## config.mk

```make
export PLATFORM = sky130hd
export DESIGN_NAME = multicycle_control_32
export DESIGN_NICKNAME = d
export VERILOG_FILES = /design/src/rtl/multicycle_control_32.sv
export SDC_FILE = /design/constraint.sdc
export NUM_CORES = 1
export LEC_CHECK = 0
export ABC_AREA = 0
export BUFFER_PORTS_ARGS = -buffer_cell sky130_fd_sc_hd__buf_4
export CORE_ASPECT_RATIO = 1.1
export CORE_MARGIN = 2
export CORE_UTILIZATION = 53
export DETAILED_ROUTE_END_ITERATION = 8
export PLACE_DENSITY = 0.89
export SYNTH_ARGS = -nofsm -noshare
export SYNTH_HDL_FRONTEND = slang
export SYNTH_SLANG_ARGS = --single-unit
```

## constraint.sdc

```tcl
create_clock -name clk -period 3.75 [get_ports clk]
set_input_delay 0.375 -clock clk [delete_from_list [all_inputs] [get_ports clk]]
set_output_delay 0.375 -clock clk [all_outputs]
set_load 0.01 [all_outputs]
```

## src/rtl/multicycle_control_32.sv

```systemverilog
// multicycle_control_32: multi-cycle MIPS main controller sequencing fetch/decode/execute/memory/writeback
// Ports:
//   clk, rst_n            clock (rising edge), asynchronous active-low reset
//   opcode, funct         instruction fields from the IR (opcode valid from DECODE onward)
//   mem_ready             memory completes the current read/write this cycle
//   pc_write, pc_write_cond, pc_source        PC update control
//   iord, mem_read, mem_write, ir_write       memory/IR control
//   mem_toreg, reg_dst, reg_write             register-file write control
//   alu_src_a, alu_src_b, alu_op              shared ALU control
//   state                 current state encoding (debug)
//   err_illegal_opcode, err_mem_timeout       sticky error flags, cleared only by reset
// Build option: define MC_CTRL_LINK_EN to support jal and jr; otherwise jal is illegal
// and an R-type with funct=001000 executes as an ordinary R-type.
module multicycle_control_32 #(
  parameter int MEM_TIMEOUT = 16,
  parameter int TO_CNT_W    = 5
) (
  input  logic       clk,
  input  logic       rst_n,
  input  logic [5:0] opcode,
  input  logic [5:0] funct,
  input  logic       mem_ready,
  output logic       pc_write,
  output logic [1:0] pc_write_cond,
  output logic [1:0] pc_source,
  output logic       iord,
  output logic       mem_read,
  output logic       mem_write,
  output logic       ir_write,
  output logic [1:0] mem_toreg,
  output logic [1:0] reg_dst,
  output logic       reg_write,
  output logic       alu_src_a,
  output logic [1:0] alu_src_b,
  output logic [1:0] alu_op,
  output logic [3:0] state,
  output logic       err_illegal_opcode,
  output logic       err_mem_timeout
);
  // ILLEGAL has no visible encoding of its own; it reports as 15 alongside HALT.
  typedef enum logic [4:0] {
    S_IDLE = 5'd0, S_FETCH = 5'd1, S_DECODE = 5'd2, S_MEMADR = 5'd3,
    S_MEMRD = 5'd4, S_MEMWB = 5'd5, S_MEMWR = 5'd6, S_EXEC = 5'd7,
    S_ALUWB = 5'd8, S_BRANCH = 5'd9, S_ADDIEX = 5'd10, S_ADDIWB = 5'd11,
    S_JUMP = 5'd12, S_JAL = 5'd13, S_JR = 5'd14, S_HALT = 5'd15,
    S_ILLEGAL = 5'd16
  } state_t;

  localparam logic [5:0] OP_R    = 6'b000000;
  localparam logic [5:0] OP_LW   = 6'b100011;
  localparam logic [5:0] OP_SW   = 6'b101011;
  localparam logic [5:0] OP_BEQ  = 6'b000100;
  localparam logic [5:0] OP_BNE  = 6'b000101;
  localparam logic [5:0] OP_ADDI = 6'b001000;
  localparam logic [5:0] OP_J    = 6'b000010;
`ifdef MC_CTRL_LINK_EN
  localparam logic [5:0] OP_JAL  = 6'b000011;
  localparam logic [5:0] FN_JR   = 6'b001000;
`endif

  state_t cur, nxt;
  logic [TO_CNT_W-1:0] to_cnt;
  logic waiting, to_hit;

`ifndef MC_CTRL_LINK_EN
  logic unused_funct;
  assign unused_funct = ^funct;
`endif

  assign waiting = (cur == S_FETCH) || (cur == S_MEMRD) || (cur == S_MEMWR);
  // Ready on the last allowed cycle still wins over the timeout.
  assign to_hit = (MEM_TIMEOUT > 0) && waiting && !mem_ready && (to_cnt == TO_CNT_W'(MEM_TIMEOUT - 1));
  assign state = (cur == S_ILLEGAL) ? 4'd15 : cur[3:0];

  always_ff @(posedge clk or negedge rst_n) begin
    if (!rst_n) begin
      cur                <= S_IDLE;
      to_cnt             <= '0;
      err_illegal_opcode <= 1'b0;
      err_mem_timeout    <= 1'b0;
    end else begin
      cur                <= nxt;
      // Staying in a wait state means no ready this cycle; any state change restarts the count.
      to_cnt             <= (waiting && nxt == cur) ? to_cnt + 1'b1 : '0;
      err_illegal_opcode <= err_illegal_opcode | (cur == S_ILLEGAL);
      err_mem_timeout    <= err_mem_timeout | to_hit;
    end
  end

  always_comb begin
    nxt = cur;
    case (cur)
      S_IDLE:   nxt = S_FETCH;
      S_FETCH:  nxt = mem_ready ? S_DECODE : to_hit ? S_HALT : S_FETCH;
      S_DECODE:
        case (opcode)
          OP_R:           nxt = S_EXEC;
          OP_LW, OP_SW:   nxt = S_MEMADR;
          OP_BEQ, OP_BNE: nxt = S_BRANCH;
          OP_ADDI:        nxt = S_ADDIEX;
          OP_J:           nxt = S_JUMP;
`ifdef MC_CTRL_LINK_EN
          OP_JAL:         nxt = S_JAL;
`endif
          default:        nxt = S_ILLEGAL;
        endcase
      S_MEMADR: nxt = (opcode == OP_SW) ? S_MEMWR : S_MEMRD;
      S_MEMRD:  nxt = mem_ready ? S_MEMWB : to_hit ? S_HALT : S_MEMRD;
      S_MEMWR:  nxt = mem_ready ? S_FETCH : to_hit ? S_HALT : S_MEMWR;
`ifdef MC_CTRL_LINK_EN
      S_EXEC:   nxt = (funct == FN_JR) ? S_JR : S_ALUWB;
`else
      S_EXEC:   nxt = S_ALUWB;
`endif
      S_ADDIEX: nxt = S_ADDIWB;
      S_ILLEGAL, S_HALT: nxt = S_HALT;
      default:  nxt = S_FETCH;
    endcase
  end

  always_comb begin
    pc_write      = 1'b0;
    pc_write_cond = 2'b00;
    pc_source     = 2'b00;
    iord          = 1'b0;
    mem_read      = 1'b0;
    mem_write     = 1'b0;
    ir_write      = 1'b0;
    mem_toreg     = 2'b11;
    reg_dst       = 2'b11;
    reg_write     = 1'b0;
    alu_src_a     = 1'b0;
    alu_src_b     = 2'b00;
    alu_op        = 2'b11;
    case (cur)
      S_IDLE, S_ILLEGAL, S_HALT: begin
        mem_toreg = 2'b00;
        reg_dst   = 2'b00;
        alu_op    = 2'b00;
      end
      S_FETCH: begin
        mem_read  = 1'b1;
        alu_src_b = 2'b01;
        alu_op    = 2'b00;
        ir_write  = mem_ready;
        pc_write  = mem_ready;
      end
      S_DECODE: begin
        alu_src_b = 2'b11;
        alu_op    = 2'b00;
      end
      S_MEMADR, S_ADDIEX: begin
        alu_src_a = 1'b1;
        alu_src_b = 2'b10;
        alu_op    = 2'b00;
      end
      S_MEMRD: begin
        mem_read = 1'b1;
        iord     = 1'b1;
      end
      S_MEMWB: begin
        reg_write = 1'b1;
        reg_dst   = 2'b00;
        mem_toreg = 2'b01;
      end
      S_MEMWR: begin
        mem_write = 1'b1;
        iord      = 1'b1;
      end
      S_EXEC: begin
        alu_src_a = 1'b1;
        alu_op    = 2'b10;
      end
      S_ALUWB: begin
        reg_write = 1'b1;
        reg_dst   = 2'b01;
        mem_toreg = 2'b00;
      end
      S_BRANCH: begin
        alu_src_a     = 1'b1;
        alu_op        = 2'b01;
        pc_source     = 2'b01;
        pc_write_cond = (opcode == OP_BNE) ? 2'b11 : 2'b10;
      end
      S_ADDIWB: begin
        reg_write = 1'b1;
        reg_dst   = 2'b00;
        mem_toreg = 2'b00;
      end
      S_JUMP: begin
        pc_write  = 1'b1;
        pc_source = 2'b10;
      end
      S_JAL: begin
        pc_write  = 1'b1;
        pc_source = 2'b10;
        reg_write = 1'b1;
        reg_dst   = 2'b10;
        mem_toreg = 2'b10;
      end
      S_JR: begin
        pc_write  = 1'b1;
        pc_source = 2'b11;
      end
      default: pc_write = 1'b0;
    endcase
  end
endmodule
```

==> run metrics, run 1 <==
CTS Buffer Depth 2; CTS Buf Count 3; Detailed Routing Iterations Pass 1 5; WL final 2780 µm; dpl cell area 1360 µm²; Routed Antenna Nets 0; Hold Buf Count CTS 1; DP Wirelength 2110 µm; num ports 40; share of cells above drive strength 1 0.225; Worst setup SP type register; DIE HEIGHT 52.8 µm; Critical-path top delay cell dfrtp_1; Max VDD drop between 0.4 and 0.5 mV; pre-CTS setup slack 1630 ps; Post-CTS Resized 0; first-pass GRT wire length 4560 µm; final setup TNS 0 ps; PwrDens between 700 and 800 nW/µm²; period utilisation layout 0.648; Seq/Total Area, Yosys 0.262; number of max-cap violations 0; Synth Register Bits 12; fin area 1410 µm²; vias in the first global route 1,059; Final Util 0.697; Comb power frac 0.631; Hold WS between 300 and 400 ps; Slew Limit Fails 0; ANT cells 0; achievable clock frequency 412 MHz; Fin. Hold Viols 0; Clock Skew 9.40 ps; routed wire length per instance 13.2 µm; relative slew slack 0.452; synthesis-to-finish area growth 22.8%; # H-tree levels 1; clock slew at reported path FFs approximately 70 ps; pin count of the biggest net entering global routing 29; # DRC 0; yosys warns 0; R2R Setup Slk around 1700 ps; Vias/cell approximately 5.8; Post-synth EDFFs 0; syn nets between 150 and 200; crit path max fanout 28; Net Sw Frac 0.479; input/output buffers 33; crit end category output port; starting density of the core 0.567; net switching power 0.495 mW; crit path buf inv count 1; worst-path cell chain nor4_2 > nand2_1 > nand2b_1 > buf_4; initial antenna violation count 0; total internal power 0.539 mW; GR Overflow Total 0; Mapped Area 1150 µm²; sequential share of power 0.272; CTS sink cnt 12; RSZ-0062 raised after global routing false; share of async-settable or async-resettable flops after synthesis 1.00; number of setup buffers added after CTS 0; Netlist cell types 44; Final min period 2430 ps; Placer Congestion 0.803; Final WS setup 1320 ps; kind of critical path register to output port; final net count 200; CORE AREA just over 2000 µm²; CP delay by family, top simple AND/OR/NAND/NOR gates; routed via count 1,211; Leak between 0.6 and 0.7 nW; CP required 3380 ps; ys flop type dfrtp_1; TritonCTS clock tree done; initial drt markers 23; Post-Synthesis Cells approximately 160; Die ar. roughly 2600 µm²; die width around 48 µm; Cell Rows 17; syn_area_per_cell 7.35 µm²; GRT Overall Usage 0.225; Max stage delay on crit path 690 ps; Clock Latency Late Sink 270 ps; Root Buffer Master clkbuf_4; worst-margin pin slew 823 ps; final count of negative-setup-slack endpoints 0; status finished clean; Clock Power Share 0.098; Hold Crit Class input pin to register; CP arrival roughly 2000 ps
-- metrics by stage --
stage / std cells / total power [mW]
2_1_floorplan: 156 / 0.689
3_3_place_gp: 205 / 0.912
3_5_place_dp: 205 / 0.933
4_1_cts: 210 / 1.04
5_1_grt: 210 / 1.12
6_report: 210 / 1.03
-- path summary, 6_finish.rpt --
| check | startpoint | end | depth (start not counted) |
|---|---|---|---|
| setup / recovery | cur[0]$_DFF_PN0_ | state[2] | 4 |
| hold / removal | opcode[4] | cur[0]$_DFF_PN0_ | 2 |
| setup reg to reg | cur[4]$_DFF_PN0_ | to_cnt[3]$_DFF_PN0_ | 5 |
| hold reg to reg | to_cnt[0]$_DFF_PN0_ | to_cnt[0]$_DFF_PN0_ | 1 |
| max in group asynchronous | rst_n | to_cnt[2]$_DFF_PN0_ | 2 |
| min in group asynchronous | rst_n | to_cnt[3]$_DFF_PN0_ | 2 |
-- logic make-up (layout without fill, tap and decap cells) --
family | Yosys count | count (layout) | synth area share
AO/OA/AOI/OAI | 42 | 42 | 0.242
XOR/XNOR | 5 | 5 | 0.0382
adder cells (fa/ha/maj) | 2 | 2 | 0.0218
buffers and inverters | 18 | 44 | 0.0786
flip-flops | 12 | 12 | 0.262
AND/OR/NAND/NOR | 77 | 77 | 0.357
-- per-layer routing --
layer | routed length, µm | global-route usage | up-vias
met1 | 1140 | 0.255 | 549
met4 | 20 | 0.0714 | 0
met3 | 135 | 0.0143 | 2
met5 | 0 | 0 | -
li1 | - | - | 616
met2 | 1490 | 0.451 | 44
-- cells in the mapped netlist, drive strengths merged, types with 2 or more instances --
cell	instances	area, µm²
a21oi	14	73.8
clkbuf	2	7.51
o22a	2	17.5
nor3b	2	15.0
buf	10	60.1
or2	2	12.5
nor4	3	25.0
dfrtp	12	300
nor2	19	71.3
nor3	10	50.1
o22ai	2	12.5
xnor2	3	26.3
nand2b	14	87.6
nor2b	3	18.8
nand3b	2	15.0
o21ai	7	38.8
nand3	4	20.0
inv	6	22.5
o221ai	2	17.5
xor2	2	17.5
and3	3	18.8
a211oi	8	60.1
nand2	10	37.5
ha	2	25.0
-- flip-flops by register name, summed over array words and instances, names as in the netlist --
name / count
err_illegal_opcode: 1
err_mem_timeout: 1
to_cnt: 5
cur: 5
-- final cells by class --
class | instances | area, µm²
Clock buffer | 4 | 36.3
Fill cell | 188 | 613
Inverter | 6 | 22.5
Multi-Input combinational cell | 126 | 756
Sequential cell | 12 | 300
Tap cell | 28 | 35.0
Timing Repair Buffer | 34 | 258
-- cell usage in the layout (no fill, tap or decap), types with 3 or more instances in the layout --
master	count
dfrtp_1	12
nor3_1	10
a211oi_1	8
nand2b_1	14
and3_1	3
a21oi_1	13
buf_4	33
nand3_1	4
xnor2_1	3
inv_1	6
nor2_1	19
nand2_1	10
o21ai_0	4
nor2b_1	3
clkbuf_4	3
-- power groups by stage --
| stage | sequential (mW) | clock, mW | combinational, mW |
|---|---|---|---|
| 2_1_floorplan | 0.184 | 0 | 0.505 |
| 3_3_place_gp | 0.277 | 0 | 0.634 |
| 3_5_place_dp | 0.282 | 0 | 0.651 |
| 4_1_cts | 0.279 | 0.102 | 0.655 |
| 5_1_grt | 0.292 | 0.106 | 0.722 |
| 6_report | 0.281 | 0.101 | 0.653 |
Power figures use the tool's default switching activity.
==> inputs of run 2 (changes only) <==
--- a/config.mk
+++ b/config.mk
@@ -9,9 +9,9 @@
 export BUFFER_PORTS_ARGS = -buffer_cell sky130_fd_sc_hd__buf_4
 export CORE_ASPECT_RATIO = 1.1
 export CORE_MARGIN = 2
-export CORE_UTILIZATION = 53
+export CORE_UTILIZATION = 45
 export DETAILED_ROUTE_END_ITERATION = 8
-export PLACE_DENSITY = 0.89
+export PLACE_DENSITY = 0.81
 export SYNTH_ARGS = -nofsm -noshare
 export SYNTH_HDL_FRONTEND = slang
 export SYNTH_SLANG_ARGS = --single-unit
==> constraint.sdc (replaced) <==
create_clock -name clk -period 2.1 [get_ports clk]
set_input_delay 0.21 -clock clk [delete_from_list [all_inputs] [get_ports clk]]
set_output_delay 0.21 -clock clk [all_outputs]
set_load 0.01 [all_outputs]
==> run metrics, run 2 (same netlist as run 1, synthesis figures left out) <==
hold depth 2; Max VDD drop between 0.9 and 1 mV; Tot Pwr 1.93 mW; Worst setup SP type register; Detailed Routing Iterations Pass 1 4; WL final 2930 µm; final count of negative-setup-slack endpoints 0; Slew Limit Fails 0; crit path max fanout 6; most common cell after layout, fill and taps aside buf_4; worst-margin pin slew 461 ps; routed wire length per instance 13.4 µm; most frequent cells in the layout buf_4, nor2_1, nand2b_1, a21oi_1; Hold EP cur[0]$_DFF_PN0_; final net count 206; die width 52.1 µm; RSZ-0062 raised after global routing false; GR Overflow Total 0; TritonCTS clock tree done; Leak 0.643 nW; Final WS setup 136 ps; Final min period 1960 ps; # DRC 0; final setup TNS 0 ps; R2R Setup Slk 140 ps; initial antenna violation count 0; Reg-to-Reg End to_cnt[2]$_DFF_PN0_; worst hold start opcode[4]; CP required 2280 ps; largest registers cur: 5 flops, to_cnt: 5 flops; number of setup buffers added after CTS 0; fin area 1460 µm²; CTS sink cnt 12; achievable clock frequency 509 MHz; DP Wirelength 2250 µm; Root Buffer Master clkbuf_4; crit end category register; GRT Overall Usage 0.207; Routed Antenna Nets 0; CTS Buffer Depth 2; starting density of the core 0.468; PwrDens 1320 nW/µm²; num ports 40; dpl cell area 1410 µm²; CTS Buf Count 3; clock slew at reported path FFs 80 ps; first-pass GRT wire length 4810 µm; CP Launch Point to_cnt[0]$_DFF_PN0_; number of max-cap violations 0; kind of critical path register to register; Die ar. just under 3000 µm²; r2r startpoint to_cnt[0]$_DFF_PN0_; synthesis-to-finish area growth 27.4%; period utilisation layout 0.935; Vias/cell ~5.8; status finished clean; pin count of the biggest net entering global routing 22; Cell Rows 19; worst reg2reg path depth 8; input/output buffers 33; pre-CTS setup slack 174 ps; initial drt markers 23; # H-tree levels 1; Placer Congestion 0.843; Hold Crit Class input pin to register; Clock Latency Late Sink around 270 ps; Fin. Hold Viols 0; ANT cells 0; relative slew slack 0.693; routed via count 1,279; DIE HEIGHT 56.9 µm; share of cells above drive strength 1 0.266; Clock Skew 5.70 ps; CORE AREA about 2400 µm²; Final Util 0.596; CP arrival 2140 ps; vias in the first global route about 1,100
run 2: how the worst max path moves through the flow:
stage,slack [ps],end,cells after the start
3_3_place_gp,270,to_cnt[0]$_DFF_PN0_,8
4_1_cts,70,state[0],5
6_report,140,to_cnt[2]$_DFF_PN0_,8
5_1_grt,20,state[0],5
3_5_place_dp,170,to_cnt[2]$_DFF_PN0_,8
2_1_floorplan,410,to_cnt[0]$_DFF_PN0_,8
run 2: what timing repair did:
| item | 4_1_cts | 5_1_grt |
|---|---|---|
| hold endpoints to repair | 12 | 0 |
| hold buffers | 1 | 0 |
| gates resized for setup | 0 | 3 |
| endpoints found under the setup margin | 0 | 8 |
run 2: metrics by stage:
stage / instances / hold slack (ps)
after global routing: 219 / 193
after CTS: 219 / 188
after floorplan: 156 / -85.6
after detailed placement: 214 / 54.8
final: 219 / 196
after global placement: 214 / 52.7
run 2: cell type report:
cell class	count	area [µm²]
Inverter	6	22.5
Timing Repair Buffer	40	303
Clock buffer	4	36.3
Fill cell	226	988
Multi-Input combinational cell	126	756
Tap cell	31	38.8
Sequential cell	12	304
run 2: worst max-delay path, cell delays in order (launching register included):
cell	delay (ps)
dfrtp_1	400
ha_1	230
and3_1	190
ha_1	210
nor2_1	160
o22ai_1	130
a21oi_2	150
o21ai_2	120
a211oi_1	280
run 2: layer usage:
metal / routed length, µm / part of all wire / global-route usage / vias to the layer above
li1: - / - / - / 630
met1: 1270 / 0.43 / 0.268 / 594
met2: 1460 / 0.50 / 0.358 / 49
met3: 161 / 0.055 / 0.00785 / 6
met4: 38 / 0.013 / 0.0827 / 0
met5: 0 / 0 / 0 / -
run 2: power by group:
group	internal (mW)	switching (mW)	leakage, nW
Clock	0.105	0.0734	0.0210
Combinational	0.632	0.697	0.472
Sequential	0.290	0.136	0.150
Total	1.03	0.906	0.643
